$ cat src/rtl/regbank_mp_if.sv
`default_nettype none
// ============================================================================
//  Module   : regbank_mp_if
//  Brief    : Bus bundle for the multi-port register bank: read ports,
//             two write ports, stack-pointer controls and busy scoreboard.
//  Revision : 1.0  initial release
// ============================================================================
interface regbank_mp_if #(
  parameter int unsigned DW  = 32,
  parameter int unsigned AW  = 5,
  parameter int unsigned NRD = 2
);
  logic [NRD*AW-1:0] rd_addr;
  logic [NRD*DW-1:0] rd_data;
  logic [NRD-1:0]    rd_busy;
  logic              we0;
  logic [AW-1:0]     wa0;
  logic [DW-1:0]     wd0;
  logic              we1;
  logic [AW-1:0]     wa1;
  logic [DW-1:0]     wd1;
  logic              sp_push;
  logic              sp_pop;
  logic [DW-1:0]     sp;
  logic              sp_err;
  logic              busy_set;
  logic [AW-1:0]     busy_addr;
  logic [DW-1:0]     last_wd;

  // Datapath / issue-stage side.
  modport master (
    output rd_addr, we0, wa0, wd0, we1, wa1, wd1,
           sp_push, sp_pop, busy_set, busy_addr,
    input  rd_data, rd_busy, sp, sp_err, last_wd
  );

  // Register bank side.
  modport slave (
    input  rd_addr, we0, wa0, wd0, we1, wa1, wd1,
           sp_push, sp_pop, busy_set, busy_addr,
    output rd_data, rd_busy, sp, sp_err, last_wd
  );
endinterface
`default_nettype wire

$ cat src/rtl/regbank_mp.sv
`default_nettype none
// ============================================================================
//  Module   : regbank_mp
//  Brief    : Multi-port register bank: NRD combinational read ports, two
//             write ports (port 1 has priority), hardwired-zero R0, stack
//             pointer with bounded push/pop and a per-register busy scoreboard.
//  Revision : 1.0  initial release
// ============================================================================
module regbank_mp #(
  parameter int unsigned DW       = 32,
  parameter int unsigned NREG     = 17,
  parameter int unsigned AW       = 5,
  parameter int unsigned NRD      = 2,
  parameter int unsigned SP_IDX   = 16,
  parameter int unsigned SP_RESET = 1023,
  parameter int unsigned SP_MIN   = 0,
  parameter int unsigned SP_STEP  = 1,
  parameter int unsigned BYPASS   = 1
) (
  input  logic          clk,
  input  logic          rst,
  regbank_mp_if.slave   bus
);

  localparam logic [DW-1:0] c_SP_RESET = DW'(SP_RESET);
  localparam logic [DW-1:0] c_SP_MIN   = DW'(SP_MIN);
  localparam logic [DW-1:0] c_SP_STEP  = DW'(SP_STEP);

  // A real, writable register: not R0 and inside the bank.
  function automatic logic f_addr_ok(input logic [AW-1:0] a);
    return (a != '0) && (32'(a) < NREG);
  endfunction

  logic [DW-1:0]   regs_q [NREG];
  logic [DW-1:0]   regs_d [NREG];
  logic [NREG-1:0] busy_q, busy_d;
  logic [DW-1:0]   last_wd_q, last_wd_d;
  logic            sp_err_q, sp_err_d;

  // Writes in a reset cycle are dropped, so they are also never forwarded.
  logic w_we0_ok, w_we1_ok, w_sp_wr, w_set_ok;
  assign w_we0_ok = !rst && bus.we0 && f_addr_ok(bus.wa0);
  assign w_we1_ok = !rst && bus.we1 && f_addr_ok(bus.wa1);
  assign w_sp_wr  = (w_we0_ok && (32'(bus.wa0) == SP_IDX)) ||
                    (w_we1_ok && (32'(bus.wa1) == SP_IDX));
  assign w_set_ok = !rst && bus.busy_set && f_addr_ok(bus.busy_addr);

  // Next state: writes (port 1 applied last so it wins), SP adjust, scoreboard.
  always_comb begin
    regs_d    = regs_q;
    busy_d    = busy_q;
    last_wd_d = last_wd_q;
    sp_err_d  = 1'b0;

    if (w_we0_ok) begin
      regs_d[bus.wa0] = bus.wd0;
      busy_d[bus.wa0] = 1'b0;
      last_wd_d       = bus.wd0;
    end
    if (w_we1_ok) begin
      regs_d[bus.wa1] = bus.wd1;
      busy_d[bus.wa1] = 1'b0;
      last_wd_d       = bus.wd1;
    end

    // An explicit SP write takes precedence over push/pop and their errors.
    if (!rst && !w_sp_wr) begin
      if (bus.sp_push && !bus.sp_pop) begin
        if (regs_q[SP_IDX] == c_SP_MIN) sp_err_d = 1'b1;
        else regs_d[SP_IDX] = regs_q[SP_IDX] - c_SP_STEP;
      end else if (bus.sp_pop && !bus.sp_push) begin
        if (regs_q[SP_IDX] == c_SP_RESET) sp_err_d = 1'b1;
        else regs_d[SP_IDX] = regs_q[SP_IDX] + c_SP_STEP;
      end
    end

    // A new producer outranks a completing one on the same register.
    if (w_set_ok) busy_d[bus.busy_addr] = 1'b1;
  end

  // State registers with synchronous reset; SP comes up at its empty bound.
  always_ff @(posedge clk) begin
    if (rst) begin
      for (int i = 0; i < int'(NREG); i++) regs_q[i] <= '0;
      regs_q[SP_IDX] <= c_SP_RESET;
      busy_q         <= '0;
      last_wd_q      <= '0;
      sp_err_q       <= 1'b0;
    end else begin
      regs_q    <= regs_d;
      busy_q    <= busy_d;
      last_wd_q <= last_wd_d;
      sp_err_q  <= sp_err_d;
    end
  end

  // Combinational read ports with optional write forwarding.
  for (genvar k = 0; k < int'(NRD); k++) begin : g_rd
    logic [AW-1:0] w_addr;
    logic          w_ok;
    assign w_addr = bus.rd_addr[k*AW +: AW];
    assign w_ok   = f_addr_ok(w_addr);
    assign bus.rd_data[k*DW +: DW] =
        !w_ok                                                  ? '0      :
        ((BYPASS != 0) && w_we1_ok && (bus.wa1 == w_addr))     ? bus.wd1 :
        ((BYPASS != 0) && w_we0_ok && (bus.wa0 == w_addr))     ? bus.wd0 :
                                                                 regs_q[w_addr];
    assign bus.rd_busy[k] = w_ok && busy_q[w_addr];
  end

  assign bus.sp      = regs_q[SP_IDX];
  assign bus.sp_err  = sp_err_q;
  assign bus.last_wd = last_wd_q;

endmodule
`default_nettype wire
$ cat src/flat_wrapper.sv
// flat-port wrapper written by rule: the top's interface ports become plain ports
module regbank_mp_flat 
#(
  parameter int unsigned DW       = 32,
  parameter int unsigned NREG     = 17,
  parameter int unsigned AW       = 5,
  parameter int unsigned NRD      = 2,
  parameter int unsigned SP_IDX   = 16,
  parameter int unsigned SP_RESET = 1023,
  parameter int unsigned SP_MIN   = 0,
  parameter int unsigned SP_STEP  = 1,
  parameter int unsigned BYPASS   = 1
)
  (clk, rst, bus_rd_addr, bus_we0, bus_wa0, bus_wd0, bus_we1, bus_wa1, bus_wd1, bus_sp_push, bus_sp_pop, bus_busy_set, bus_busy_addr, bus_rd_data, bus_rd_busy, bus_sp, bus_sp_err, bus_last_wd);
  regbank_mp_if #(.DW(DW), .AW(AW), .NRD(NRD)) bus_i ();
  input  logic clk;
  input  logic rst;
  input wire logic [$bits(bus_i.rd_addr)-1:0] bus_rd_addr;
  input wire logic [$bits(bus_i.we0)-1:0] bus_we0;
  input wire logic [$bits(bus_i.wa0)-1:0] bus_wa0;
  input wire logic [$bits(bus_i.wd0)-1:0] bus_wd0;
  input wire logic [$bits(bus_i.we1)-1:0] bus_we1;
  input wire logic [$bits(bus_i.wa1)-1:0] bus_wa1;
  input wire logic [$bits(bus_i.wd1)-1:0] bus_wd1;
  input wire logic [$bits(bus_i.sp_push)-1:0] bus_sp_push;
  input wire logic [$bits(bus_i.sp_pop)-1:0] bus_sp_pop;
  input wire logic [$bits(bus_i.busy_set)-1:0] bus_busy_set;
  input wire logic [$bits(bus_i.busy_addr)-1:0] bus_busy_addr;
  output wire logic [$bits(bus_i.rd_data)-1:0] bus_rd_data;
  output wire logic [$bits(bus_i.rd_busy)-1:0] bus_rd_busy;
  output wire logic [$bits(bus_i.sp)-1:0] bus_sp;
  output wire logic [$bits(bus_i.sp_err)-1:0] bus_sp_err;
  output wire logic [$bits(bus_i.last_wd)-1:0] bus_last_wd;
  assign bus_i.rd_addr = bus_rd_addr;
  assign bus_i.we0 = bus_we0;
  assign bus_i.wa0 = bus_wa0;
  assign bus_i.wd0 = bus_wd0;
  assign bus_i.we1 = bus_we1;
  assign bus_i.wa1 = bus_wa1;
  assign bus_i.wd1 = bus_wd1;
  assign bus_i.sp_push = bus_sp_push;
  assign bus_i.sp_pop = bus_sp_pop;
  assign bus_i.busy_set = bus_busy_set;
  assign bus_i.busy_addr = bus_busy_addr;
  assign bus_rd_data = bus_i.rd_data;
  assign bus_rd_busy = bus_i.rd_busy;
  assign bus_sp = bus_i.sp;
  assign bus_sp_err = bus_i.sp_err;
  assign bus_last_wd = bus_i.last_wd;
  regbank_mp #(.DW(DW), .NREG(NREG), .AW(AW), .NRD(NRD), .SP_IDX(SP_IDX), .SP_RESET(SP_RESET), .SP_MIN(SP_MIN), .SP_STEP(SP_STEP), .BYPASS(BYPASS)) u_core (.clk(clk), .rst(rst), .bus(bus_i));
endmodule
$ cat config.mk
export PLATFORM = sky130hd
export DESIGN_NAME = regbank_mp_flat
export DESIGN_NICKNAME = d
export VERILOG_FILES = /design/src/rtl/regbank_mp_if.sv /design/src/rtl/regbank_mp.sv /design/src/flat_wrapper.sv
export SDC_FILE = /design/constraint.sdc
export NUM_CORES = 2
export LEC_CHECK = 0
export CORE_ASPECT_RATIO = 1.25
export CORE_MARGIN = 3
export CORE_UTILIZATION = 50
export DETAILED_ROUTE_END_ITERATION = 16
export HOLD_SLACK_MARGIN = 0.15
export PLACE_DENSITY = 0.74
export SLEW_MARGIN = 20
export SYNTH_ARGS = -nofsm -noshare
export SYNTH_HDL_FRONTEND = slang
export SYNTH_SLANG_ARGS = --single-unit
$ cat constraint.sdc
create_clock -name clk -period 9.42 [get_ports clk]
set_input_delay 1.413 -clock clk [delete_from_list [all_inputs] [get_ports clk]]
set_output_delay 1.413 -clock clk [all_outputs]
set_load 0.03 [all_outputs]
# Word level (Yosys, flattened, before mapping)
# Index checks and enable logic that the tools add are counted.
word_totals:
  register_bits: 594
  in_bits: 96
classes:
  reduce_logical: 40
  eq_ne: 7
  n_lt_le_gt_ge: 19
  mux: 44
  add_sub_neg: 2
  bitwise_logic: 10
op_table:
  columns: ["operator", "n"]
  rows:
  - ["544-bit bitwise mux", 2]
  - ["544-bit two-way mux", 2]
  - ["32-bit two-way mux", 19]
  - ["32-bit binary-select mux with 5-bit select", 2]
  - ["32-bit demux with 5-bit select", 2]
  - ["17-bit two-way mux", 3]
  - ["17-bit AND", 2]
  - ["17-bit inverter", 2]
  - ["32-bit by 1-bit adder with 32-bit output, second input constant", 1]
  - ["32-bit by 10-bit equality test with 1-bit output, second input constant", 1]
  - ["32-bit logical NOT", 1]
  - ["32-bit by 1-bit subtractor with 32-bit output, second input constant", 1]
  - ["5-bit by 6-bit < comparator with 1-bit output, second input constant", 5]
  - ["1-bit logical AND", 27]
  - ["5-bit < comparator, second input constant", 5]
  - ["5-bit nonzero test", 5]
  - ["6-bit >= comparator, second input constant", 4]
  - ["5-bit inverter with 6-bit output", 4]
  - ["5-bit equality test", 4]
  - ["17-bit bitwise OR", 1]
  - ["1-bit demux with 5-bit select", 3]
  - ["5-bit by 1-bit >= comparator with 1-bit output, second input constant", 3]
  - ["6-bit by 1-bit < comparator with 1-bit output, second input constant", 2]
  - ["1-bit binary-select mux with 5-bit select", 2]
  - ["7 further kinds", 19]

# Logic depth before layout (Yosys ltp)
logic_depth:
  ltp_word: 13
  mapped_depth: 11

# Worst setup path before layout
# Ideal clock, no wire load.
synth_timing:
  path_kind: "input -> output"
  startpoint: "in bus_wa1[2]"
  endpoint: "out bus_rd_data[1]"
  t_arrival_ps: 4113
  t_required_ps: 8007
  path_buffers: 3
  path_stages: 10
  slack_ps: 3894
  path_cell_list: "clkbuf_1 > nor4_1 > xnor2_1 > nand3_1 > or4_1 > clkbuf_1 > nand2b_1 > clkbuf_1 > o221ai_1 > a31oi_1"
synth_between:
  elab_chain_cells: 6
  word_cells_on_any_way: 8
  classes_between: "1 x order compare; 1 x eq/ne; 2 x mux; 4 x reduce/logical"
synth_lines:
  columns: ["item", "line_no", "source"]
  rows:
  - ["from (decl)", "flat_wrapper.sv:23", "input wire logic [$bits(bus_i.wa1)-1:0] bus_wa1;"]
  - ["5-bit < comparator / 5-bit nonzero test (equally long branches)", "regbank_mp.sv:31", "return (a != '0) && (32'(a) < NREG);"]
  - ["1-bit logical AND", "regbank_mp.sv:31", null]
  - ["1-bit logical AND", "regbank_mp.sv:43", "assign w_we1_ok = !rst && bus.we1 && f_addr_ok(bus.wa1);"]
  - ["1-bit logical AND (*)", "regbank_mp.sv:105", "((BYPASS != 0) && w_we1_ok && (bus.wa1 == w_addr)) ? bus.wd1 :"]
  - ["32-bit two-way mux (*)", "regbank_mp.sv:105", null]
  - ["32-bit two-way mux (*)", "regbank_mp.sv:104", "!w_ok ? '0 :"]
  - ["to (decl)", "flat_wrapper.sv:29", "output wire logic [$bits(bus_i.rd_data)-1:0] bus_rd_data;"]
# Mark *: on every way between the ends. The rest lies on a longest branch, timed or not.

# Final worst setup path
layout_timing:
  startpoint: "in bus_wa1[0]"
  endpoint: "out bus_rd_data[62]"
# The elaborated chain is that of the path after synthesis.

==> results.cfg <==
[synth]
synth_nets = 4259
async_flop_share = 0
avgSynthCellArea_um2 = 9.13
ys_ff_latch = 594
synth_top_flop_cell = dfxtp_1
ys_seq_area_frac = 0.313
synthCells = 4161
synth_cell_types = 77
synth_edf_count = 0
yosys_warnings = 0
netlist_area_um2 = 38000

[power]
internal_power_mw = 4.37
p_leak_nw = 15.0
power_density_nw_per_um2 = 147
p_switching_mw = 1.80
switching_share = 0.292
ir_drop_v = 0.000124
combPwrFrac = 0.145
seq_power_share = 0.428
clkPwrFrac = 0.427

[timing]
fmaxAchievable_mhz = 132
rsz0062_at_grt = false
slew_headroom = 0.170
fin_skew_ns = 0.00996
min_period_ns = 7.58
worst_slew_pin_slew_ns = 1.24
setup_viol = 0
drv_slew = 0
setup_tns_ns = 0
finalHoldViolCount = 0
period_share = 0.804

[floorplanning]
fp.dieH_um = 314
dieArea_um2 = 79300
initial_utilization = 0.507
ios = 227
rows = 112
core-area_um2 = 75000
die_x_um = 252

[global_route]
grt_pass1_vias = 34700
grt.overflow.total = 0
grt_use_total = 0.386
grt_antenna_before_repair = 16
grt_pass1_wl_mm = 230
grt_max_degree = 118

[route]
drt-total-wl_mm = 158
route.detailed.drc = 0
dr_total_vias = 36700
wl_per_cell_um = 31.8
detail_route.vias_per_cell = 7.38
drt_first_pass_iters = 9
ant_nets = 0
drt_iter0_markers = 6194

[critical_path]
cpMaxStageDelayCell = nor4_1
path_class = in -> out
cpPeakStageDelay_ns = 0.76
worstSetupEndpointType = output port
crit_chain = clkdlybuf4s50_1, nor4_1, xnor2_1, nand3_2, buf_4, or4_2, buf_4, o221ai_1, o22ai_1, clkdlybuf4s50_1
critPathLaunchType = input port
worstPathMaxFanout = 66
worstPathArrival_ns = 6.16
crit_required_ns = 8.01

[clocking]
path_clk_slew_ns = 0.06
cts_max_path_buffers = 3
clkSinkCount = 594
holdBufCountCts = 0
cts_tree = done
post_cts_buffers = 0
clockRootBuffer = clkbuf_16
cts_resized = 0
htreeDepth = 2
clk_latency_ns = 0.66
cts_buffers = 58

[placement]
gp_congestion = 1.06
dp_hpwl_mm = 91.7
portBuffers = 226
placed_cells = 4856

[flow_run]
cap_violations = 0

[layout]
final_net_count = 4045
fin_cells = 4973
drive_gt1_frac = 0.136
area_delta_synth_final_pct = 10.6

[outcome]
outcome = completed

[worst_hold_path]
hold_path.class = reg -> reg
-- registers in the layout, summed over array words and instances, names as in the netlist --
| name | count |
|---|---|
| u_core.busy_q | 17 |
| u_core.regs_q | 512 |
| u_core.bus.sp | 32 |
| u_core.bus.sp_err | 1 |
| u_core.bus.last_wd | 32 |
-- cells in the final DEF (no fill, tap or decap), types with 39 or more instances in the layout --
master / synthesis / layout
nand2_1: 180 / 166
dfxtp_1: 594 / 594
mux2i_1: 551 / 551
a211oi_1: 454 / 454
clkbuf_16: 0 / 58
o221ai_1: 65 / 65
o22ai_1: 39 / 39
nor2_1: 651 / 644
a311oi_1: 68 / 68
buf_4: 36 / 97
mux4_2: 234 / 234
clkdlybuf4s50_1: 0 / 214
nand3_1: 104 / 95
o21ai_0: 92 / 91
a21oi_1: 132 / 132
-- Yosys cell counts (31+ instances only) --
cell,n,share of area
a211oi_1,454,0.090
a21oi_1,132,0.017
a221o_1,31,0.0082
a311oi_1,68,0.016
buf_1,99,0.0098
buf_4,36,0.0071
clkbuf_1,419,0.041
dfxtp_1,594,0.31
mux2_2,32,0.0095
mux2i_1,551,0.15
mux4_2,234,0.14
nand2_1,180,0.018
nand3_1,104,0.014
nor2_1,651,0.064
nor2b_1,41,0.0068
o21ai_0,92,0.012
o221ai_1,65,0.015
o22ai_1,39,0.0064
-- power by group through the flow --
stage          Sequential (mW)  Clock, mW  Combinational (mW)
3_5_place_dp              2.69          0               0.856
5_1_grt                   2.64       2.72               0.919
6_report                  2.64       2.63               0.896
2_1_floorplan             2.66          0               0.567
3_3_place_gp              2.69          0               0.852
4_1_cts                   2.63       2.63               0.859
-- metal layers --
layer / routed length, um / global-route usage / part of all wire
met2: 65100 / 0.551 / 0.41
met1: 55800 / 0.489 / 0.35
met4: 11900 / 0.248 / 0.075
met5: 92 / 0 / 0.00058
met3: 25300 / 0.143 / 0.16
-- area by class of cell --
type                    instances  area (um2)
diodes                          7        17.5
clock inverters                32         450
flip-flops and latches        594       11900
inverters                      12        45.0
multi-input cells            2958       23800
well taps                     969        1210
clock buffers                  78        1660
repair buffers                323        2990
fillers                      6423       33000
-- final timing paths --
kind | slack, ns | depth (start not counted) | to | startpoint
max | 1.84 | 10 | bus_rd_data[62] | bus_wa1[0]
min | 0.49 | 1 | u_core.regs_q[513] | u_core.regs_q[513]
max reg2reg | 5.62 | 7 | u_core.bus.sp[17] | u_core.bus.sp[9]
min reg2reg | 0.49 | 1 | u_core.regs_q[513] | u_core.regs_q[513]
-- critical path: cells and delay by family --
family / cells / cell delay, ns
AO/OA/AOI/OAI: 2 / 0.41
XOR/XNOR: 1 / 0.16
buffers and inverters: 4 / 2.57
AND/OR/NAND/NOR: 3 / 1.56
-- through the flow --
stage	setup slack, ns	area, um2	utilization	hold slack, ns	total power, mW
2_1_floorplan	3.89	38000	-	0.451	3.22
3_3_place_gp	1.85	39900	0.532	0.465	3.54
3_5_place_dp	1.77	39900	0.532	0.470	3.54
4_1_cts	1.75	42000	0.560	0.482	6.12
5_1_grt	1.55	42000	0.560	0.498	6.27
6_report	1.84	42000	0.560	0.488	6.17
-- kinds of logic (layout without fill, tap and decap cells) --
family / Yosys count / in the layout / synth area share
and+or+nand+nor: 1104 / 1104 / 0.125
AOI/OAI and AO/OA: 997 / 997 / 0.191
muxes: 817 / 817 / 0.293
buffers and inverters: 609 / 445 / 0.0678
DFF: 594 / 594 / 0.313
xor gates and xnor gates: 38 / 38 / 0.00876
adders and majority gates: 2 / 2 / 0.000659
other: 0 / 7 / 0
Power figures use the tool's default switching activity.
